==> config.mk <==
export PLATFORM = sky130hd
export DESIGN_NAME = eq_gain_sequencer_flat
export DESIGN_NICKNAME = d
export VERILOG_FILES = /design/src/rtl/eq_gain_sequencer_if.sv /design/src/rtl/eq_gain_sequencer.sv /design/src/flat_wrapper.sv
export SDC_FILE = /design/constraint.sdc
export NUM_CORES = 1
export LEC_CHECK = 0
export ABC_AREA = 1
export ABC_CLOCK_PERIOD_IN_PS = 6300
export CAP_MARGIN = 25
export CORE_ASPECT_RATIO = 1.25
export CORE_UTILIZATION = 50
export CTS_CLUSTER_SIZE = 12
export DETAILED_ROUTE_END_ITERATION = 10
export PLACE_DENSITY = 0.83
export SLEW_MARGIN = 20
export SYNTH_ARGS = -nofsm -noshare
export SYNTH_HDL_FRONTEND = slang
export SYNTH_SLANG_ARGS = --single-unit
==> constraint.sdc <==
create_clock -name clk_i -period 6.3 [get_ports clk_i]
set_input_delay 1.575 -clock clk_i [delete_from_list [all_inputs] [get_ports clk_i]]
set_output_delay 1.575 -clock clk_i [all_outputs]
set_load 0.01 [all_outputs]
==> src/rtl/eq_gain_sequencer_if.sv <==
// eq_gain_sequencer_if: config, frame and shared-amplifier signals of the gain sequencer.
interface eq_gain_sequencer_if #(
    parameter int NBANDS = 8,
    parameter int DW     = 24
);
    logic                      cfg_we_i;
    logic [$clog2(NBANDS)-1:0] cfg_band_i;
    logic [7:0]                cfg_rate_i;
    logic                      frame_valid_i;
    logic [NBANDS*DW-1:0]      frame_data_i;
    logic                      frame_ready_o;
    logic [DW-1:0]             amp_data_o;
    logic [7:0]                amp_rate_o;
    logic                      amp_ena_o;
    logic [DW-1:0]             amp_data_i;
    logic                      amp_ena_i;
    logic [NBANDS*DW-1:0]      out_data_o;
    logic                      out_valid_o;
    logic                      busy_o;
    modport master (
        input  cfg_we_i, cfg_band_i, cfg_rate_i, frame_valid_i, frame_data_i, amp_data_i, amp_ena_i,
        output frame_ready_o, amp_data_o, amp_rate_o, amp_ena_o, out_data_o, out_valid_o, busy_o
    );
    modport slave (
        output cfg_we_i, cfg_band_i, cfg_rate_i, frame_valid_i, frame_data_i, amp_data_i, amp_ena_i,
        input  frame_ready_o, amp_data_o, amp_rate_o, amp_ena_o, out_data_o, out_valid_o, busy_o
    );
endinterface

==> src/rtl/eq_gain_sequencer.sv <==
// eq_gain_sequencer: shares one shift amplifier across NBANDS bands, stepping each
// band's applied gain toward its configured target once per frame.
module eq_gain_sequencer #(
    parameter int NBANDS = 8,
    parameter int DW     = 24,
    parameter int RAMP   = 1
) (
    input logic                 clk_i,
    input logic                 rst_i,
    eq_gain_sequencer_if.master bus
);
    localparam int IW = $clog2(NBANDS);
    localparam int CW = $clog2(NBANDS + 1);
    typedef enum logic [1:0] {IDLE, ISSUE, DRAIN, DONE} state_t;
    state_t               state_q, state_d;
    logic [DW-1:0]        cap_q [NBANDS];
    logic [DW-1:0]        res_q [NBANDS];
    logic signed [5:0]    tgt_q [NBANDS];
    logic signed [5:0]    cur_q [NBANDS];
    logic [IW-1:0]        idx_q;
    logic [CW-1:0]        cnt_q, cnt_d;
    logic                 resp, accept, cfg_ok;
    logic [NBANDS*DW-1:0] res_d;

    // Gains are signed shift counts clamped to +-24, beyond which the amplifier result no longer changes.
    function automatic logic signed [5:0] decode(input logic [7:0] r);
        logic [5:0] mag;
        mag = r[6:0] > 7'd24 ? 6'd24 : r[5:0];
        return r[7] ? $signed(mag) : -$signed(mag);
    endfunction
    function automatic logic [7:0] encode(input logic signed [5:0] g);
        return g > 6'sd0 ? {1'b1, 7'(g)} : {1'b0, 7'(-g)};
    endfunction
    function automatic logic signed [5:0] step(input logic signed [5:0] cur, input logic signed [5:0] tgt);
        return cur + (tgt > cur ? 6'sd1 : (tgt < cur ? -6'sd1 : 6'sd0));
    endfunction

    assign accept            = state_q == IDLE && bus.frame_valid_i;
    assign cfg_ok            = bus.cfg_we_i && {1'b0, bus.cfg_band_i} < (IW + 1)'(NBANDS);
    assign bus.frame_ready_o = state_q == IDLE;
    assign bus.busy_o        = state_q != IDLE;

    always_comb begin
        resp  = bus.amp_ena_i && (state_q == ISSUE || state_q == DRAIN) && cnt_q < CW'(NBANDS);
        cnt_d = cnt_q + CW'(resp);
        res_d = '0;
        for (int b = 0; b < NBANDS; b++)
            res_d[b*DW +: DW] = (resp && cnt_q == CW'(b)) ? bus.amp_data_i : res_q[b];
        state_d = state_q;
        case (state_q)
            IDLE:    state_d = bus.frame_valid_i ? ISSUE : IDLE;
            ISSUE:   state_d = idx_q == IW'(NBANDS - 1) ? DRAIN : ISSUE;
            DRAIN:   state_d = cnt_d == CW'(NBANDS) ? DONE : DRAIN;
            default: state_d = IDLE;
        endcase
    end

    always_ff @(posedge clk_i) begin
        if (rst_i) begin
            state_q         <= IDLE;
            idx_q           <= '0;
            cnt_q           <= '0;
            bus.amp_data_o  <= '0;
            bus.amp_rate_o  <= '0;
            bus.amp_ena_o   <= 1'b0;
            bus.out_data_o  <= '0;
            bus.out_valid_o <= 1'b0;
            for (int b = 0; b < NBANDS; b++) begin
                cap_q[b] <= '0;
                res_q[b] <= '0;
                tgt_q[b] <= '0;
                cur_q[b] <= '0;
            end
        end else begin
            state_q       <= state_d;
            cnt_q         <= accept ? '0 : cnt_d;
            idx_q         <= accept ? '0 : (state_q == ISSUE ? idx_q + 1'b1 : idx_q);
            bus.amp_ena_o <= state_q == ISSUE;
            if (state_q == ISSUE) begin
                bus.amp_data_o <= cap_q[idx_q];
                bus.amp_rate_o <= encode(cur_q[idx_q]);
            end
            // Output frame includes the response landing on the same edge that enters DONE.
            bus.out_valid_o <= state_d == DONE;
            if (state_d == DONE) bus.out_data_o <= res_d;
            for (int b = 0; b < NBANDS; b++) begin
                res_q[b] <= res_d[b*DW +: DW];
                if (accept) cap_q[b] <= bus.frame_data_i[b*DW +: DW];
                if (state_q == DONE) cur_q[b] <= RAMP != 0 ? step(cur_q[b], tgt_q[b]) : tgt_q[b];
            end
            if (cfg_ok) tgt_q[bus.cfg_band_i] <= decode(bus.cfg_rate_i);
        end
    end
endmodule

==> src/flat_wrapper.sv <==
// flat-port wrapper written by rule: the top's interface ports become plain ports
module eq_gain_sequencer_flat 
#(
    parameter int NBANDS = 8,
    parameter int DW     = 24,
    parameter int RAMP   = 1
)
  (clk_i, rst_i, bus_cfg_we_i, bus_cfg_band_i, bus_cfg_rate_i, bus_frame_valid_i, bus_frame_data_i, bus_amp_data_i, bus_amp_ena_i, bus_frame_ready_o, bus_amp_data_o, bus_amp_rate_o, bus_amp_ena_o, bus_out_data_o, bus_out_valid_o, bus_busy_o);
  eq_gain_sequencer_if #(.NBANDS(NBANDS), .DW(DW)) bus_i ();
  input logic clk_i;
  input logic rst_i;
  input wire logic [$bits(bus_i.cfg_we_i)-1:0] bus_cfg_we_i;
  input wire logic [$bits(bus_i.cfg_band_i)-1:0] bus_cfg_band_i;
  input wire logic [$bits(bus_i.cfg_rate_i)-1:0] bus_cfg_rate_i;
  input wire logic [$bits(bus_i.frame_valid_i)-1:0] bus_frame_valid_i;
  input wire logic [$bits(bus_i.frame_data_i)-1:0] bus_frame_data_i;
  input wire logic [$bits(bus_i.amp_data_i)-1:0] bus_amp_data_i;
  input wire logic [$bits(bus_i.amp_ena_i)-1:0] bus_amp_ena_i;
  output wire logic [$bits(bus_i.frame_ready_o)-1:0] bus_frame_ready_o;
  output wire logic [$bits(bus_i.amp_data_o)-1:0] bus_amp_data_o;
  output wire logic [$bits(bus_i.amp_rate_o)-1:0] bus_amp_rate_o;
  output wire logic [$bits(bus_i.amp_ena_o)-1:0] bus_amp_ena_o;
  output wire logic [$bits(bus_i.out_data_o)-1:0] bus_out_data_o;
  output wire logic [$bits(bus_i.out_valid_o)-1:0] bus_out_valid_o;
  output wire logic [$bits(bus_i.busy_o)-1:0] bus_busy_o;
  assign bus_i.cfg_we_i = bus_cfg_we_i;
  assign bus_i.cfg_band_i = bus_cfg_band_i;
  assign bus_i.cfg_rate_i = bus_cfg_rate_i;
  assign bus_i.frame_valid_i = bus_frame_valid_i;
  assign bus_i.frame_data_i = bus_frame_data_i;
  assign bus_i.amp_data_i = bus_amp_data_i;
  assign bus_i.amp_ena_i = bus_amp_ena_i;
  assign bus_frame_ready_o = bus_i.frame_ready_o;
  assign bus_amp_data_o = bus_i.amp_data_o;
  assign bus_amp_rate_o = bus_i.amp_rate_o;
  assign bus_amp_ena_o = bus_i.amp_ena_o;
  assign bus_out_data_o = bus_i.out_data_o;
  assign bus_out_valid_o = bus_i.out_valid_o;
  assign bus_busy_o = bus_i.busy_o;
  eq_gain_sequencer #(.NBANDS(NBANDS), .DW(DW), .RAMP(RAMP)) u_core (.clk_i(clk_i), .rst_i(rst_i), .bus(bus_i));
endmodule
==> key figures <==
Run status
  – Status: completed

STA
  – Relative max-transition margin: 21.1%
  – Post-layout minimum cycle time: roughly 4.1 ns
  – RSZ-0062 raised after global routing: false
  – Fmax: about 240 MHz
  – Final Setup Violations: 0
  – Fin. max-slew vios: 0
  – Final setup skew: about 0.025 ns
  – Worst slew pin tran: about 1.2 ns
  – Period Utilization, post-route: 65.9%
  – Final Hold Fails: 0
  – Setup_tns: 0 ns

Yosys
  – Ys async rst share: 0%
  – Distinct cells, synth: 41
  – Synth cell count leaders: nor2_1 (512), dfxtp_1 (430), inv_1 (376), nand2_1 (361), edfxtp_1 (288)
  – Yosys reg bits: between 700 and 800
  – Most common cell in the netlist: nor2_1
  – Syn_area_per_cell: slightly above 9 µm²
  – Syn Nets: 3772
  – Leading area contributor after synthesis: edfxtp_1
  – Share of Yosys cell area claimed by the top area cell type: a little over a quarter
  – Primary FF master, synth: dfxtp_1
  – Synthesized cell area: between 0.03 and 0.04 mm²
  – Sequential cell area fraction in the yosys report: between 50 and 60%
  – Ys Warns: 0
  – Cells after Synth: between 3000 and 4000
  – Post-synth EDFFs: between 200 and 300
  – Synth top area cells: edfxtp_1 (27%), dfxtp_1 (27%), nor2_1 (6.0%)

Min path
  – Hold EP: u_core.bus.amp_rate_o[6]
  – Hold Crit Depth: 2
  – Hold path start: u_core.bus.amp_rate_o[6]
  – Hold Crit Class: register to register

Placement
  – Buffers added on ports: roughly 460
  – DP Area: between 0.03 and 0.04 mm²
  – Placer Congestion: 0.863
  – Post-DP HPWL: around 56 mm

Global route
  – GR Util All Layers: about a quarter
  – Gr ovfl total: 0
  – Vias in the first global route: about 24000
  – Pin count of the biggest net entering global routing: roughly 230
  – First-pass GRT wire length: between 100 and 150 mm
  – Antenna violations before repair: 10

Cells and area
  – Fin util: 62.6%
  – Final #Nets: around 4100
  – Area Overhead vs Synth: 22.9%
  – Share of layout cells above drive strength 1: 8.41%
  – Fill count: between 4000 and 5000
  – Fin area: 0.0391 mm²

Clocking
  – Later-pin clock latency in the skew report: 0.62 ns
  – # hold bufs at CTS: 0
  – # Post-CTS Setup Buffers: 0
  – Worst-path clk slew: ~0.06 ns
  – Clock Sinks: 718
  – Num CTS Buffers: 74
  – Clock Tree Root: clkbuf_16
  – Clock tree from TritonCTS: yes
  – Clock Path Buffers: 3
  – Post_cts resized: 0
  – H-tree levels: 3

Worst setup path
  – CP Data Arrival Time: approximately 4.6 ns
  – CP required: slightly below 7 ns
  – CP startpoint: bus_amp_ena_i
  – CP max FO: 25
  – Crit path cell chain: clkdlybuf4s50_1 > nand2_1 > nor2_4 > nand2_4 > nor3_4 > inv_1 > o21ai_0 > or2_0 > a21oi_1
  – Critical R2R Capture: u_core.cur_q[5][4]
  – Flop2flop setup slack: ~2.9 ns
  – Buffers and inverters on the worst path: 2
  – Top delay family on crit path: simple AND/OR/NAND/NOR gates
  – Setup Crit Path Kind: input pin to register
  – Crit path largest cell delay: 0.72 ns
  – Cells on worst reg2reg path: 16
  – CP startpoint kind: input pin
  – Slowest CP cell: nor3_4
  – CP Capture Type: register
  – RR Startpoint: u_core.cur_q[5][5]

Floorplan
  – Die area: roughly 0.065 mm²
  – Initial core utilization: between 50% and 60%
  – Core area: roughly 0.062 mm²
  – Die width: 227 µm
  – # IOs: 460
  – FP Rows: slightly above 100
  – Die height: 284 µm

Detailed routing
  – DR vias/cell: a little over 5
  – Final wirelength: ~86 mm
  – Antenna viol nets, final: 0
  – Via Count: 24355
  – Drt drc: 0
  – Post-detailed-route wirelength per cell: around 18 µm
  – Detailed router's first-iteration violation count: a little over 2000
  – DR pass1 iterations: 5

Power
  – Power Total: between 0.01 and 0.015 W
  – Pleak: around 16 nW
  – VDD IR max: approximately 0.24 mV
  – Cell Pwr Density: roughly 280 mW/mm²

Flow run
  – Max-cap viol count: 0
[cell usage in the layout (no fill, tap or decap), types with 10 or more instances in the layout]
cell type / n
or2_0: 46
clkbuf_8: 10
xor2_1: 11
a21oi_1: 271
mux2i_1: 144
nor2_1: 511
clkdlybuf4s50_1: 458
clkbuf_1: 24
o21ai_0: 176
edfxtp_1: 288
o211ai_1: 33
a21oi_2: 61
or2_2: 116
nand3_1: 49
ha_1: 97
dfxtp_1: 428
o21ai_1: 82
nand2_1: 358
or2_1: 132
inv_1: 375
clkbuf_16: 75
buf_4: 18
[report_power, final]
part           internal [W]  switching [W]  leakage, nW
Combinational      0.000596       0.000902         8.61
Sequential          0.00507       0.000108         6.50
Clock               0.00234        0.00182         1.10
Total               0.00801        0.00283         16.2
[layer usage]
metal  routed length, µm  GRT usage [%]  up-vias  part of all wire [%]
met2               40900           43.4      785                    48
met1               34200           31.6    11482                    40
met4                3760           12.7        8                   4.4
li1                    -              -    11889                     -
met3                6860           6.94      191                   8.0
met5                  65              0        -                 0.076
[state kept, by name (all words and copies together), names as in the netlist, named ones only]
register / flops
u_core.bus.amp_ena_o: 1
u_core.bus.out_data_o: 192
u_core.cur_q: 48
u_core.state_q: 2
u_core.bus.out_valid_o: 1
u_core.cnt_q: 4
u_core.tgt_q: 48
u_core.bus.amp_rate_o: 8
u_core.cap_q: 192
u_core.idx_q: 3
u_core.res_q: 192
u_core.bus.amp_data_o: 24
[cell families after synthesis]
family	count (synthesis)	synth area share, %
compound gates	642	11.2
buf+inv	564	7.33
xor+xnor	21	0.602
mux	144	4.54
fa+ha+maj	106	4.36
flops	718	54.3
simple gates	1239	17.6
[cell type report]
type                    instances  area, µm²  area share (%)
diodes                          6       15.0          0.0384
flip-flops and latches        718      17300            44.2
well taps                     832       1040            2.67
clock inverters                12        153           0.391
multi-input cells            2152      12200            31.3
clock buffers                 112       2120            5.43
repair buffers                482       4820            12.3
inverters                     378       1420            3.63
[worst min-delay path, cell delays in order (launching register included)]
cell     delay, ns
dfxtp_1       0.31
nand2_1       0.06
nor2_1        0.04
[worst max path at each step]
| stage | endpoint | slack (ns) | cells after the start |
|---|---|---|---|
| final | u_core.bus.out_data_o[51] | 2.15 | 9 |
| after global routing | u_core.bus.out_data_o[49] | 1.89 | 9 |
| after CTS | u_core.bus.out_data_o[51] | 2.19 | 9 |
| after detailed placement | u_core.bus.out_data_o[50] | 1.55 | 9 |
| after global placement | u_core.bus.out_data_o[51] | 1.60 | 9 |
| after floorplan | u_core.cap_q[0][0] | 1.61 | 3 |
[stage by stage]
stage          hold slack (ns)  setup slack, ns  cells
3_5_place_dp             0.450             1.55   4561
5_1_grt                  0.483             1.89   4691
2_1_floorplan            0.453             1.61   3434
6_report                 0.457             2.15   4692
4_1_cts                  0.460             2.19   4685
3_3_place_gp             0.426             1.60   4560
(Power assumes the default switching activity.)
